--- src/rtl/chip8_rom_loader.sv ---
// Boot-time copy engine: streams START_ADDR..END from program ROM into RAM and holds the CPU off.
// Define CHIP8_LOADER_VERIFY_EN to add a read-back verify pass with a sticky verify_err flag.
module chip8_rom_loader #(
    parameter logic [11:0] START_ADDR = 12'h200,
    parameter logic [12:0] LOAD_LEN   = 13'h0E00,
    parameter bit          AUTO_START = 1'b1
) (
    input  logic        clk,
    input  logic        reset_n,
    input  logic        start,
    output logic [11:0] rom_addr,
    input  logic [7:0]  rom_data,
    output logic        ram_we,
    output logic [11:0] ram_addr,
    output logic [7:0]  ram_wdata,
    input  logic [7:0]  ram_rdata,
    output logic        busy,
    output logic        done,
    output logic        cpu_hold,
    output logic        verify_err
);

    // Last address copied, clamped so the copy never wraps past 0xFFF.
    localparam logic [12:0] END_FULL = {1'b0, START_ADDR} + LOAD_LEN - 13'd1;
    localparam logic [11:0] END_ADDR = (END_FULL > 13'h0FFF) ? 12'hFFF : END_FULL[11:0];

`ifdef CHIP8_LOADER_VERIFY_EN
    typedef enum logic [2:0] {StIdle, StLoad, StFlush, StVerify, StVchk, StDone} state_e;
`else
    typedef enum logic [2:0] {StIdle, StLoad, StFlush, StDone} state_e;
`endif

    state_e      state_q, state_d;
    logic [11:0] rd_q, rd_d;
    logic [11:0] wa_q, wa_d;
    logic [7:0]  wd_q, wd_d;
    logic        we_q, we_d;
    logic        busy_q, busy_d;
    logic        done_q, done_d;
    logic        hold_q, hold_d;
    logic        auto_q, auto_d;
    logic        load_go;

    // auto_q stands in for a start request on the first cycle after reset release.
    assign load_go = ((state_q == StIdle) && (start || auto_q)) || ((state_q == StDone) && start);

    always_ff @(posedge clk or negedge reset_n) begin
        if (!reset_n) begin
            state_q <= StIdle;
            rd_q    <= START_ADDR;
            wa_q    <= 12'h000;
            wd_q    <= 8'h00;
            we_q    <= 1'b0;
            busy_q  <= 1'b0;
            done_q  <= 1'b0;
            hold_q  <= AUTO_START;
            auto_q  <= AUTO_START;
        end else begin
            state_q <= state_d;
            rd_q    <= rd_d;
            wa_q    <= wa_d;
            wd_q    <= wd_d;
            we_q    <= we_d;
            busy_q  <= busy_d;
            done_q  <= done_d;
            hold_q  <= hold_d;
            auto_q  <= auto_d;
        end
    end

    always_comb begin
        state_d = state_q;
        rd_d    = rd_q;
        wa_d    = wa_q;
        wd_d    = wd_q;
        we_d    = 1'b0;
        busy_d  = busy_q;
        done_d  = 1'b0;
        hold_d  = hold_q;
        auto_d  = auto_q;
        case (state_q)
            StLoad: begin
                // Write stage: the byte read this cycle lands in RAM next cycle.
                we_d = 1'b1;
                wa_d = rd_q;
                wd_d = rom_data;
                if (rd_q == END_ADDR) begin
                    state_d = StFlush;
                end else begin
                    rd_d = rd_q + 12'd1;
                end
            end
            StFlush: begin
`ifdef CHIP8_LOADER_VERIFY_EN
                state_d = StVerify;
                rd_d    = START_ADDR;
`else
                state_d = StDone;
                done_d  = 1'b1;
                busy_d  = 1'b0;
                hold_d  = 1'b0;
`endif
            end
`ifdef CHIP8_LOADER_VERIFY_EN
            StVerify: begin
                if (rd_q == END_ADDR) begin
                    state_d = StVchk;
                end else begin
                    rd_d = rd_q + 12'd1;
                end
            end
            StVchk: begin
                state_d = StDone;
                done_d  = 1'b1;
                busy_d  = 1'b0;
                hold_d  = 1'b0;
            end
`endif
            default: ;
        endcase
        if (load_go) begin
            state_d = StLoad;
            rd_d    = START_ADDR;
            busy_d  = 1'b1;
            hold_d  = 1'b1;
            auto_d  = 1'b0;
        end
    end

`ifdef CHIP8_LOADER_VERIFY_EN
    logic [7:0] vdata_q;
    logic       vvalid_q;
    logic       err_q, err_d;

    // ROM byte is delayed one cycle to line up with the RAM's registered read data.
    always_ff @(posedge clk or negedge reset_n) begin
        if (!reset_n) begin
            vdata_q  <= 8'h00;
            vvalid_q <= 1'b0;
            err_q    <= 1'b0;
        end else begin
            vdata_q  <= rom_data;
            vvalid_q <= (state_q == StVerify);
            err_q    <= err_d;
        end
    end

    always_comb begin
        err_d = err_q;
        if (vvalid_q && (vdata_q != ram_rdata)) begin
            err_d = 1'b1;
        end
        if (load_go) begin
            err_d = 1'b0;
        end
    end

    assign ram_addr   = (state_q == StVerify) ? rd_q : wa_q;
    assign verify_err = err_q;
`else
    logic unused_rdata;
    assign unused_rdata = ^ram_rdata;
    assign ram_addr     = wa_q;
    assign verify_err   = 1'b0;
`endif

    assign rom_addr  = rd_q;
    assign ram_we    = we_q;
    assign ram_wdata = wd_q;
    assign busy      = busy_q;
    assign done      = done_q;
    assign cpu_hold  = hold_q;

endmodule

--- config.mk ---
export PLATFORM = sky130hd
export DESIGN_NAME = chip8_rom_loader
export DESIGN_NICKNAME = d
export VERILOG_FILES = /design/src/rtl/chip8_rom_loader.sv
export SDC_FILE = /design/constraint.sdc
export NUM_CORES = 1
export LEC_CHECK = 0
export ABC_CLOCK_PERIOD_IN_PS = 1850
export CAP_MARGIN = 20
export CORE_ASPECT_RATIO = 1.25
export CORE_MARGIN = 2
export CORE_UTILIZATION = 46
export CTS_CLUSTER_DIAMETER = 60
export CTS_CLUSTER_SIZE = 8
export DETAILED_ROUTE_END_ITERATION = 12
export PLACE_DENSITY = 0.8
export SYNTH_ARGS = -nofsm -noshare
export SYNTH_HDL_FRONTEND = slang
export SYNTH_SLANG_ARGS = --single-unit
--- constraint.sdc ---
create_clock -name clk -period 1.85 [get_ports clk]
set_input_delay 0.37 -clock clk [delete_from_list [all_inputs] [get_ports clk]]
set_output_delay 0.37 -clock clk [all_outputs]
set_load 0.03 [all_outputs]
# Word-level counts from Yosys, hierarchy flattened
# Cells that the tools add are included.
# Widths: inputs -> output; s select.
# word_totals
reg_bits,40
in_bits,19
output_inout_bits,37
wordCells,36
# op_classes
add_sub_neg,1
eq_ne,6
n_mux,10
reduce_logical,10
# ops
operator,n
$mux 12,3
$add 12x1->12 const B,1
$eq 12x12->1 const B,1
$eq 3x2->1 const B,2
$mux 3,2
$pmux 3 s2,1
$mux 1,4
$reduce_and 2->1,2
$reduce_bool 2->1,2
$eq 3x1->1 const B,1
$logic_not 3->1,1
$ne 3x3->1 const B,1
$reduce_bool 3->1,1
$logic_and 1x1->1,2
$logic_or 1x1->1,2
$ne 2x2->1 const B,1

# Depth between registers and ports, before layout
# depth
ltp_word,5
ltp_mapped,7
ltp_nobuf,5

# Least setup slack after synthesis
# No wires, ideal clock.
# synth_timing
path_type,register -> register
startpoint,register rd_q[0] (netlist: rom_addr[0])
endpoint,register rd_q[5] (netlist: rom_addr[5])
setup_ns,0.067
arrival_time_ns,1.766
required_ns,1.783
setup_slack_ns,0.017
stages_incl_launch_ff,6
path_buffers,0
synth_period_minus_slack_ns,1.833
path_cell_list,dfrtp_1 > ha_1 > nand3_2 > or3_4 > o211ai_4 > a221o_1
# synth_via
elab_chain_len,4
elab_cells_between_ends,7
cone_classes,1 x add/sub; 2 x eq/ne; 3 x mux; 1 x reduce/logical
# synth_lines
item,line,source
from (decl),34,"logic [11:0] rd_q, rd_d;"
from (signal assigned),60,rd_q <= rd_d;
$add 12x1->12,90,rd_d = rd_q + 12'd1;
$mux 12,87,if (rd_q == END_ADDR) begin
$mux 12,81,case (state_q)
$mux 12,121,if (load_go) begin
# Parallel ways exist; a longest one is shown, timed or not. The select of a mux whose other input is x is not followed.
# A chain may end at the register's enable or synchronous reset.

# Final worst setup path
# layout_timing
startpoint,register rd_q[9] (netlist: rom_addr[9])
endpoint,register rd_q[5] (netlist: rom_addr[5])
# layout_via
elab_chain_len,3
# layout_lines
item,line
$eq 12x12->1,87
$ne 2x2->1 (no source line),-
$reduce_and 2->1 (no source line),-
# Every way passes these cells.

==> results.json <==
{
  "cp_num_buf_inv": 0,
  "hpwl_mm": 2.61,
  "worst_ep_arrival_time_ns": 1.88,
  "die_h_um": 73.0,
  "rows": 25,
  "critPathSlowestCell": "dfstp_2",
  "period_share": 0.921,
  "cpPeakStageDelay_ns": 0.54,
  "vias": 1473,
  "critPathCaptureType": "flip-flop",
  "start_kind": "flip-flop",
  "wire_per_inst_um": 13.4,
  "dp_cells": 269,
  "leakage_nw": 1.21,
  "antenna_cells": 0,
  "dr.first_iter.drc_count": 44,
  "r2r_start": "rom_addr[9]",
  "cts_buffers": 5,
  "port_buffers": 46,
  "clock_sinks": 39,
  "grt_overflow": 0,
  "timing.fmax_mhz": 587,
  "report.final.slew_viol_count": 0,
  "endpoint": "rom_addr[5]",
  "cp_cell_sequence": "nand3_1 -> nor4_4 -> nor2_2 -> a221o_1",
  "grt.total_usage": 0.191,
  "grt_pass1_vias": 1441,
  "ys_top_cells_by_area": "dfrtp_1 (51%), nand2_1 (15%), dfstp_2 (4.5%)",
  "holdBufCountCts": 0,
  "worst-endpoint-required_ns": 2.02,
  "post-route-util": 0.648,
  "grt_max_degree": 28,
  "startpoint": "rom_addr[9]",
  "synth_cell_types": 46,
  "hold_class": "in2async",
  "p_per_area_nw_per_um2": 1180,
  "clockBufferDepth": 2,
  "syn_inst": 183,
  "drive_gt1_frac": 0.122,
  "yosysSeqAreaShare": 0.558,
  "yosys_warnings": 0,
  "r2r_slack_ns": 0.15,
  "nNetsFinal": 256,
  "post_cts_buffers": 0,
  "setup_violations": 0,
  "total_power_mw": 2.84,
  "tns_ns": 0,
  "drc": 0,
  "reg2reg_to": "rom_addr[5]",
  "place_ws_ns": 0.107,
  "synthFlopType": "dfrtp_1",
  "clock_latency_ns": 0.29,
  "die_w_um": 59.2,
  "antenna_found_initial": 0,
  "max_cap_violations": 0,
  "crit_type": "reg2reg",
  "cp_max_fo": 4,
  "dieArea_um2": 4330,
  "critical_path.top_delay_family": "simple AND/OR/NAND/NOR gates",
  "fillCellCount": 286,
  "yosysTopAreaCell": "dfrtp_1",
  "syn_nets": 203,
  "fin_skew_ns": 0.00473,
  "cts_tree": "yes",
  "cts_root_buf": "clkbuf_8",
  "ant_nets": 0,
  "ios": 56,
  "grt_pass1_wl_mm": 6.32,
  "ys_ff_latch": 39,
  "finalNonFillerCells": 277,
  "drt_pre_antenna_iters": 4,
  "h-tree-depth": 2,
  "path_depth": 4,
  "start_util": 0.471,
  "syn_area_per_cell_um2": 9.59,
  "area_delta_synth_final_pct": 37.6,
  "clk_pin_slew_ns": 0.07,
  "viasPerCell": 5.32,
  "vdd_drop_max_mv": 0.709,
  "r2r_cells": 4,
  "report.final.hold_viol_count": 0,
  "fin_ws_ns": 0.146,
  "rsz0062_at_grt": "no",
  "period_minus_slack_ns": 1.70,
  "synth_edf_count": 0,
  "synth_top_cell_area_share": 0.514,
  "routed_wl_mm": 3.71,
  "outcome": "finished clean",
  "core_area_um2": 3720,
  "netlist_area_um2": 1750,
  "place_congestion": 0.771,
  "synth_async_sr_flop_share": 1.00
}
worst min path at each step:
stage / start / endpoint / slack (ns) / cells after the start
finish: reset_n / ram_addr[0] / 0.02 / 1
global route: reset_n / state_q[1] / 0.05 / 1
CTS: reset_n / state_q[1] / 0.03 / 1
detailed placement: reset_n / ram_addr[0] / 0.35 / 1
global placement: reset_n / ram_addr[0] / 0.34 / 1
floorplan: reset_n / busy / 0.07 / 0
final cells by class:
class | count | area, µm² | share of cell area
clock buffers | 6 | 82.6 | 0.0342
clock inverters | 2 | 35.0 | 0.0145
inverters | 3 | 11.3 | 0.00467
multi-input cells | 134 | 732 | 0.303
flip-flops and latches | 39 | 980 | 0.406
repair buffers | 53 | 523 | 0.217
well taps | 40 | 50.0 | 0.0207
metrics by stage:
stage	hold slack (ns)	instance area (µm²)
after floorplan	0.0744	1750
after global placement	0.343	2290
after detailed placement	0.346	2290
after CTS	0.0294	2400
after global routing	0.0464	2410
final	0.0198	2410
cells in the mapped netlist, types with 3 or more instances:
cell type / n
nand2_1: 72
dfrtp_1: 36
nand3_1: 8
nor3_1: 4
clkbuf_1: 3
dfstp_2: 3
mux2i_1: 3
nor2_1: 3
report_power, final:
part / switching, mW / total, mW / leakage, nW / internal [mW]
registers: 0.172 / 1.18 / 0.466 / 1.01
logic: 0.553 / 0.933 / 0.687 / 0.380
clock network: 0.288 / 0.724 / 0.0612 / 0.436
cell families after synthesis:
kind of cell / Yosys count / share of synthesized area
and+or+nand+nor: 108 / 0.290
buffers and inverters: 10 / 0.0243
muxes: 3 / 0.0171
DFF: 39 / 0.558
AOI/OAI and AO/OA: 20 / 0.0956
other: 1 / 0.00214
adders and majority gates: 1 / 0.00713
xor gates and xnor gates: 1 / 0.00499
per-layer routing:
layer  vias up  global-route usage  routed length [µm]
li1        722                   -                   -
met1       710               0.222                1560
met2        35               0.331                1930
met3         6              0.0443                 149
met4         0              0.0808                  68
met5         -                   0                   0
cell usage in the layout (no fill, tap or decap), types with 2 or more instances in the layout:
master | Yosys | layout
nand2_1 | 72 | 72
dfrtp_1 | 36 | 36
clkdlybuf4s50_1 | 0 | 32
nand3_1 | 8 | 8
dlygate4sd2_1 | 0 | 8
clkbuf_8 | 0 | 6
buf_4 | 1 | 6
dlymetal6s2s_1 | 0 | 5
nor3_1 | 4 | 4
nor2_1 | 3 | 3
mux2i_1 | 3 | 3
dfstp_2 | 3 | 3
nand2b_1 | 2 | 2
inv_1 | 2 | 2
o21ai_1 | 2 | 2
o21ai_0 | 2 | 2
nand3_2 | 2 | 2
nand4_1 | 2 | 2
o31ai_1 | 2 | 2
or3_1 | 2 | 2
nand3b_1 | 2 | 2
a221o_1 | 2 | 2
o22a_1 | 2 | 2
and2_1 | 2 | 2
flip-flops by register name (all words and copies together) (netlist names):
register   count
cpu_hold       1
ram_addr      12
rom_addr      12
done           1
auto_q         1
state_q        2
ram_we         1
ram_wdata      8
busy           1
timing repair:
action                                  CTS  global route
endpoints found under the setup margin    8             5
pin swaps                                 0             0
resized for setup                         8             5
Power figures use the tool's default switching activity.
